<file path="src/rtl/fetch_queue_unit_if.sv">
// Fetch-stage bus bundle: imem request/response, branch redirect and decode-side queue head.
// master = fetch unit, slave = environment (memory, branch unit, decode).
interface fetch_queue_unit_if #(
  parameter int PC_W  = 9,
  parameter int INS_W = 32,
  parameter int DEPTH = 4
);
  logic                   imem_req_valid;
  logic                   imem_req_ready;
  logic [PC_W-1:0]        imem_req_addr;
  logic                   imem_rsp_valid;
  logic [INS_W-1:0]       imem_rsp_data;
  logic                   redirect;
  logic [PC_W-1:0]        redirect_pc;
  logic                   id_valid;
  logic                   id_ready;
  logic [PC_W-1:0]        id_pc;
  logic [INS_W-1:0]       id_instr;
  logic [$clog2(DEPTH):0] q_count;

  modport master (
    output imem_req_valid, imem_req_addr, id_valid, id_pc, id_instr, q_count,
    input  imem_req_ready, imem_rsp_valid, imem_rsp_data, redirect, redirect_pc, id_ready
  );

  modport slave (
    input  imem_req_valid, imem_req_addr, id_valid, id_pc, id_instr, q_count,
    output imem_req_ready, imem_rsp_valid, imem_rsp_data, redirect, redirect_pc, id_ready
  );
endinterface

</file>
<file path="src/rtl/fetch_queue_unit.sv">
// Instruction fetch: PC owner, credit-limited imem requests, DEPTH-entry queue; rsp->decode 1 cycle,
// decode stall stops fetch once credits run out. FETCH_BYPASS_EN adds a 0-cycle empty-queue bypass.
module fetch_queue_unit #(
  parameter int              PC_W     = 9,
  parameter int              INS_W    = 32,
  parameter int              DEPTH    = 4,
  parameter int              MAX_OUT  = 2,
  parameter logic [PC_W-1:0] RESET_PC = '0
) (
  input logic               clk,
  input logic               reset,
  fetch_queue_unit_if.master bus
);
  localparam int CW  = $clog2(DEPTH) + 1;
  localparam int QAW = $clog2(DEPTH);
  localparam int FAW = (MAX_OUT > 1) ? $clog2(MAX_OUT) : 1;
  localparam logic [CW:0]    DEPTH_C = (CW+1)'(DEPTH);
  localparam logic [CW-1:0]  MAXO_C  = CW'(MAX_OUT);
  localparam logic [FAW-1:0] FLAST   = FAW'(MAX_OUT - 1);

  logic [PC_W-1:0]  fetch_pc;
  logic             started;
  logic [CW-1:0]    outstanding;
  logic [CW-1:0]    discard;
  logic [PC_W-1:0]  infl_pc [MAX_OUT];
  logic [FAW-1:0]   infl_rd, infl_wr;
  logic [PC_W-1:0]  q_pc  [DEPTH];
  logic [INS_W-1:0] q_ins [DEPTH];
  logic [QAW-1:0]   q_rd, q_wr;
  logic [CW-1:0]    q_count;

  logic rsp_ok, live_rsp, credit_ok, req_valid, fire;
  logic q_head_vld, byp_vld, push, pop;
  logic [PC_W-1:0] rsp_pc, redirect_aligned;

  // A response arriving with nothing in flight is a protocol error and is ignored.
  assign rsp_ok    = bus.imem_rsp_valid & (outstanding != '0);
  assign live_rsp  = rsp_ok & (discard == '0) & ~bus.redirect;
  assign rsp_pc    = infl_pc[infl_rd];
  assign credit_ok = (({1'b0, q_count} + {1'b0, outstanding}) < DEPTH_C);
  assign req_valid = started & ~bus.redirect & (outstanding < MAXO_C) & credit_ok;
  assign fire      = req_valid & bus.imem_req_ready;
  assign redirect_aligned = bus.redirect_pc & ~PC_W'(3);

  assign q_head_vld = (q_count != '0);
`ifdef FETCH_BYPASS_EN
  assign byp_vld = live_rsp & ~q_head_vld;
`else
  assign byp_vld = 1'b0;
`endif
  assign pop  = q_head_vld & bus.id_ready & ~bus.redirect;
  assign push = live_rsp & ~(byp_vld & bus.id_ready);

  assign bus.imem_req_valid = req_valid;
  assign bus.imem_req_addr  = fetch_pc;
  assign bus.q_count        = q_count;

  always_comb begin
    bus.id_valid = q_head_vld | byp_vld;
    bus.id_pc    = '0;
    bus.id_instr = '0;
    if (q_head_vld) begin
      bus.id_pc    = q_pc[q_rd];
      bus.id_instr = q_ins[q_rd];
    end else if (byp_vld) begin
      bus.id_pc    = rsp_pc;
      bus.id_instr = bus.imem_rsp_data;
    end
  end

  always_ff @(posedge clk or negedge reset) begin
    if (!reset) begin
      fetch_pc    <= RESET_PC;
      started     <= 1'b0;
      outstanding <= '0;
      discard     <= '0;
      infl_rd     <= '0;
      infl_wr     <= '0;
      q_rd        <= '0;
      q_wr        <= '0;
      q_count     <= '0;
    end else begin
      started <= 1'b1;
      if (bus.redirect)
        fetch_pc <= redirect_aligned;
      else if (fire)
        fetch_pc <= fetch_pc + PC_W'(4);

      outstanding <= outstanding + CW'(fire) - CW'(rsp_ok);
      if (fire)
        infl_wr <= (infl_wr == FLAST) ? '0 : infl_wr + FAW'(1);
      // Stale responses still retire their in-flight PC so the FIFO stays aligned.
      if (rsp_ok)
        infl_rd <= (infl_rd == FLAST) ? '0 : infl_rd + FAW'(1);

      if (bus.redirect)
        discard <= outstanding - CW'(rsp_ok);
      else if (rsp_ok && discard != '0)
        discard <= discard - CW'(1);

      if (bus.redirect) begin
        q_rd    <= '0;
        q_wr    <= '0;
        q_count <= '0;
      end else begin
        if (push)
          q_wr <= q_wr + QAW'(1);
        if (pop)
          q_rd <= q_rd + QAW'(1);
        q_count <= q_count + CW'(push) - CW'(pop);
      end
    end
  end

  always_ff @(posedge clk) begin
    if (fire)
      infl_pc[infl_wr] <= fetch_pc;
    if (push) begin
      q_pc[q_wr]  <= rsp_pc;
      q_ins[q_wr] <= bus.imem_rsp_data;
    end
  end
endmodule

</file>
<file path="src/flat_wrapper.sv">
// flat-port wrapper written by rule: the top's interface ports become plain ports
module fetch_queue_unit_flat 
#(
  parameter int              PC_W     = 9,
  parameter int              INS_W    = 32,
  parameter int              DEPTH    = 4,
  parameter int              MAX_OUT  = 2,
  parameter logic [PC_W-1:0] RESET_PC = '0
)
  (clk, reset, bus_imem_req_valid, bus_imem_req_addr, bus_id_valid, bus_id_pc, bus_id_instr, bus_q_count, bus_imem_req_ready, bus_imem_rsp_valid, bus_imem_rsp_data, bus_redirect, bus_redirect_pc, bus_id_ready);
  fetch_queue_unit_if #(.PC_W(PC_W), .INS_W(INS_W), .DEPTH(DEPTH)) bus_i ();
  input logic clk;
  input logic reset;
  output wire logic [$bits(bus_i.imem_req_valid)-1:0] bus_imem_req_valid;
  output wire logic [$bits(bus_i.imem_req_addr)-1:0] bus_imem_req_addr;
  output wire logic [$bits(bus_i.id_valid)-1:0] bus_id_valid;
  output wire logic [$bits(bus_i.id_pc)-1:0] bus_id_pc;
  output wire logic [$bits(bus_i.id_instr)-1:0] bus_id_instr;
  output wire logic [$bits(bus_i.q_count)-1:0] bus_q_count;
  input wire logic [$bits(bus_i.imem_req_ready)-1:0] bus_imem_req_ready;
  input wire logic [$bits(bus_i.imem_rsp_valid)-1:0] bus_imem_rsp_valid;
  input wire logic [$bits(bus_i.imem_rsp_data)-1:0] bus_imem_rsp_data;
  input wire logic [$bits(bus_i.redirect)-1:0] bus_redirect;
  input wire logic [$bits(bus_i.redirect_pc)-1:0] bus_redirect_pc;
  input wire logic [$bits(bus_i.id_ready)-1:0] bus_id_ready;
  assign bus_imem_req_valid = bus_i.imem_req_valid;
  assign bus_imem_req_addr = bus_i.imem_req_addr;
  assign bus_id_valid = bus_i.id_valid;
  assign bus_id_pc = bus_i.id_pc;
  assign bus_id_instr = bus_i.id_instr;
  assign bus_q_count = bus_i.q_count;
  assign bus_i.imem_req_ready = bus_imem_req_ready;
  assign bus_i.imem_rsp_valid = bus_imem_rsp_valid;
  assign bus_i.imem_rsp_data = bus_imem_rsp_data;
  assign bus_i.redirect = bus_redirect;
  assign bus_i.redirect_pc = bus_redirect_pc;
  assign bus_i.id_ready = bus_id_ready;
  fetch_queue_unit #(.PC_W(PC_W), .INS_W(INS_W), .DEPTH(DEPTH), .MAX_OUT(MAX_OUT), .RESET_PC(RESET_PC)) u_core (.clk(clk), .reset(reset), .bus(bus_i));
endmodule
</file>
<file path="config.mk">
export PLATFORM = sky130hd
export DESIGN_NAME = fetch_queue_unit_flat
export DESIGN_NICKNAME = d
export VERILOG_FILES = /design/src/rtl/fetch_queue_unit_if.sv /design/src/rtl/fetch_queue_unit.sv /design/src/flat_wrapper.sv
export SDC_FILE = /design/constraint.sdc
export NUM_CORES = 1
export LEC_CHECK = 0
export CAP_MARGIN = 20
export CORE_AREA = 2 2 123 125
export CTS_BUF_LIST = sky130_fd_sc_hd__clkbuf_16
export DETAILED_ROUTE_END_ITERATION = 16
export DIE_AREA = 0 0 125 127
export PLACE_DENSITY = 0.78
export SYNTH_ARGS = -nofsm -noshare
export SYNTH_HDL_FRONTEND = slang
export SYNTH_SLANG_ARGS = --single-unit
</file>
<file path="constraint.sdc">
create_clock -name clk -period 5.63 [get_ports clk]
set_input_delay 0.563 -clock clk [delete_from_list [all_inputs] [get_ports clk]]
set_output_delay 0.563 -clock clk [all_outputs]
set_load 0.05 [all_outputs]
</file>
==> run_results.csv <==
group,metric,value,unit
layout,nFillCells,998,
sta,fin_worst_skew,0.00909,ns
placement,gp_congestion,0.763,
layout,multi_input_area,1980,um2
power,ir_drop,0.000247,V
yosys,netlist_area,7850,um2
sta,fin_crit,3.85,ns
yosys,synth_seq_cells,193,
layout,register_area,5680,um2
power,p_per_area,460,nW/um2
run_status,status,"completed",
drt,drt_pre_antenna_iters,4,
yosys,synth_warnings,0,
global_route,groute.usage.overall,0.183,
drt,drcViolationCount,0,
layout,n_antenna_cell,0,
sta,finalCritPeriodShare,0.684,
yosys,ys_types,40,
floorplan,die_area,15900,um2
drt,vias,3935,
drt,vias_per_cell,5.53,
clock_tree,path_clk_slew,0.06,ns
clock_tree,cts_made_buffers,17,
critical_path,cp-end-kind,"output pin",
sta,worst-slew-pin-transition,1.05,ns
critical_path,r2r_end,"u_core.bus.q_count[2]",
critical_path,setup.worst_path.class,"register to output pin",
layout,syn_to_final_growth,22.0,%
clock_tree,clk_latency,0.43,ns
layout,finish.utilization,0.664,
clock_tree,postCtsHoldBufs,0,
global_route,grt_max_degree,43,
global_route,grt_overflow,0,
drt,drt-initial-drc-count,165,
sta,relSlewSlack,0.297,
placement,io_buffers,95,
sta,fmax,260,MHz
sta,final.setup.tns,0,ns
critical_path,max_stage_delay,0.94,ns
sta,rsz0062_at_grt,"false",
drt,totalWireLength,13700,um
floorplan,die_w,125,um
global_route,antenna_found_initial,0,
run,max_cap_violations,0,
floorplan,start_util,0.544,
floorplan,fp.dieH,127,um
floorplan,num_rows,44,
clock_tree,clock_sink_count,193,
clock_tree,cts_setup_buffers,0,
global_route,grt_pass1_wl,22000,um
critical_path,worst-r2r-setup-slack,3.07,ns
critical_path,slowest_stage,"dfrtp_2",
critical_path,start_kind,"register",
critical_path,crit_path_max_fanout,26,
yosys,synthArstFlopShare,0.119,
clock_tree,cts_tree,"yes",
critical_path,r2r_start,"u_core.bus.q_count[0]",
min_path,hold_path.class,"input port to async pin",
floorplan,core,14400,um2
clock_tree,htree_levels,4,
drt,ant_nets,0,
yosys,syn_inst,414,
clock_tree,cts_root_buf,"clkbuf_16",
yosys,synth_seq_area_share,0.724,
layout,layout.nets,580,
floorplan,ios,102,
critical_path,worstPathRequired,5.07,ns
clock_tree,clockBufferDepth,2,
yosys,syn_avg_cell_area,19.0,um2
critical_path,worstPathArrival,3.29,ns
drt,wire_per_inst,19.3,um
critical_path,rr_worst_depth,11,
yosys,synth_edf_count,170,
critical_path,crit_chain,"buf_4 > mux4_2 > and2_1 > clkdlybuf4s50_1",
clock_tree,cts_resized,0,
power,power.leakage,3.25,nW
sta,setup_viol,0,
sta,hold_violations,0,
sta,finalMaxSlewViolations,0,
placement,dp_hpwl,7990,um
yosys,synth_ff_type,"edfxtp_1",
layout,drive_gt1_frac,0.163,
global_route,grt_pass1_vias,4129,
[critical path, delay by kind of cell, from the launching register on]
family	cells	cell delay, ns
buffers and inverters	2	1.16
AND/OR/NAND/NOR	1	0.18
flip-flops	1	0.94
multiplexers	1	0.55
[kinds of logic after synthesis]
kind of cell	Yosys count	synth area share
buffers and inverters	38	0.0255
DFF	193	0.724
other	2	0.000957
adders and majority gates	18	0.0306
muxes	48	0.125
and+or+nand+nor	90	0.0676
xor gates and xnor gates	10	0.0112
AOI/OAI and AO/OA	15	0.0159
[per-stage QoR]
step	total power [mW]	cells	setup WS, ns	cell area (um2)	hold WS (ns)
2_1_floorplan	2.84	417	2.91	7860	0.267
3_3_place_gp	3.27	676	2.16	8930	0.480
3_5_place_dp	3.30	676	2.12	8930	0.485
4_1_cts	4.45	708	1.67	9500	0.497
5_1_grt	4.59	712	1.56	9580	0.521
6_report	4.40	712	1.78	9580	0.496
[registers in the layout (all words and copies together) (netlist names)]
signal	count
u_core.infl_rd	1
u_core.outstanding	3
u_core.started	1
u_core.infl_wr	1
u_core.discard	3
u_core.infl_pc	14
u_core.q_wr	2
u_core.bus.imem_req_addr	7
u_core.q_ins	128
u_core.q_rd	2
u_core.q_pc	28
u_core.bus.q_count	3
[final cells by class]
| type | count | area share |
|---|---|---|
| Inverter | 16 | 0.00679 |
| Clock inverter | 15 | 0.0148 |
| Sequential cell | 193 | 0.593 |
| Multi-Input combinational cell | 186 | 0.207 |
| Tap cell | 184 | 0.0240 |
| Timing Repair Buffer | 101 | 0.109 |
| Clock buffer | 17 | 0.0444 |
[power by group]
part / switching [mW] / internal (mW) / leakage, nW
registers: 0.121 / 1.65 / 1.81
clock network: 0.468 / 0.681 / 0.304
logic: 0.895 / 0.585 / 1.13
total: 1.48 / 2.92 / 3.25
[synthesized netlist by cell type (5+ instances only)]
master	count	area, um2
mux4_2	39	878
and2_1	44	275
xnor2_1	6	52.6
mux2_2	7	78.8
nand2_1	5	18.8
nand3_1	13	65.1
clkbuf_1	6	22.5
nor2_1	11	41.3
or3_1	5	31.3
dfrtp_1	23	576
ha_1	16	200
edfxtp_1	170	5100
buf_4	5	37.5
inv_1	15	56.3
[cells in the final DEF, fill, tap and decap left out, types with 3 or more instances in the layout]
cell,instances
a32oi_1,4
and2_1,40
and2_2,4
bufinv_16,3
clkbuf_16,17
clkdlybuf4s50_1,95
conb_1,5
dfrtp_1,21
edfxtp_1,170
ha_1,16
inv_1,23
mux2_2,7
mux4_2,39
nand2_1,5
nand3_1,13
nor2_1,11
nor3_1,3
or3_1,5
xnor2_1,6
xor2_1,4
[per-layer routing]
layer / routed length [um] / track usage / share of wire
met1: 5900 / 0.234 / 0.43
met2: 7030 / 0.309 / 0.51
met3: 553 / 0.0419 / 0.040
met4: 241 / 0.0686 / 0.018
met5: 0 / 0 / 0
[worst max path at each step]
stage	startpoint	to	slack [ns]	cells after the start
2_1_floorplan	u_core.bus.q_count[1]	bus_id_instr[25]	2.91	4
3_3_place_gp	u_core.q_rd[0]	bus_id_instr[30]	2.16	4
3_5_place_dp	u_core.q_rd[0]	bus_id_instr[10]	2.12	4
4_1_cts	u_core.q_rd[0]	bus_id_instr[10]	1.67	4
5_1_grt	u_core.q_rd[0]	bus_id_instr[30]	1.56	4
6_report	u_core.q_rd[0]	bus_id_instr[30]	1.78	4
Power figures use the tool's default switching activity.
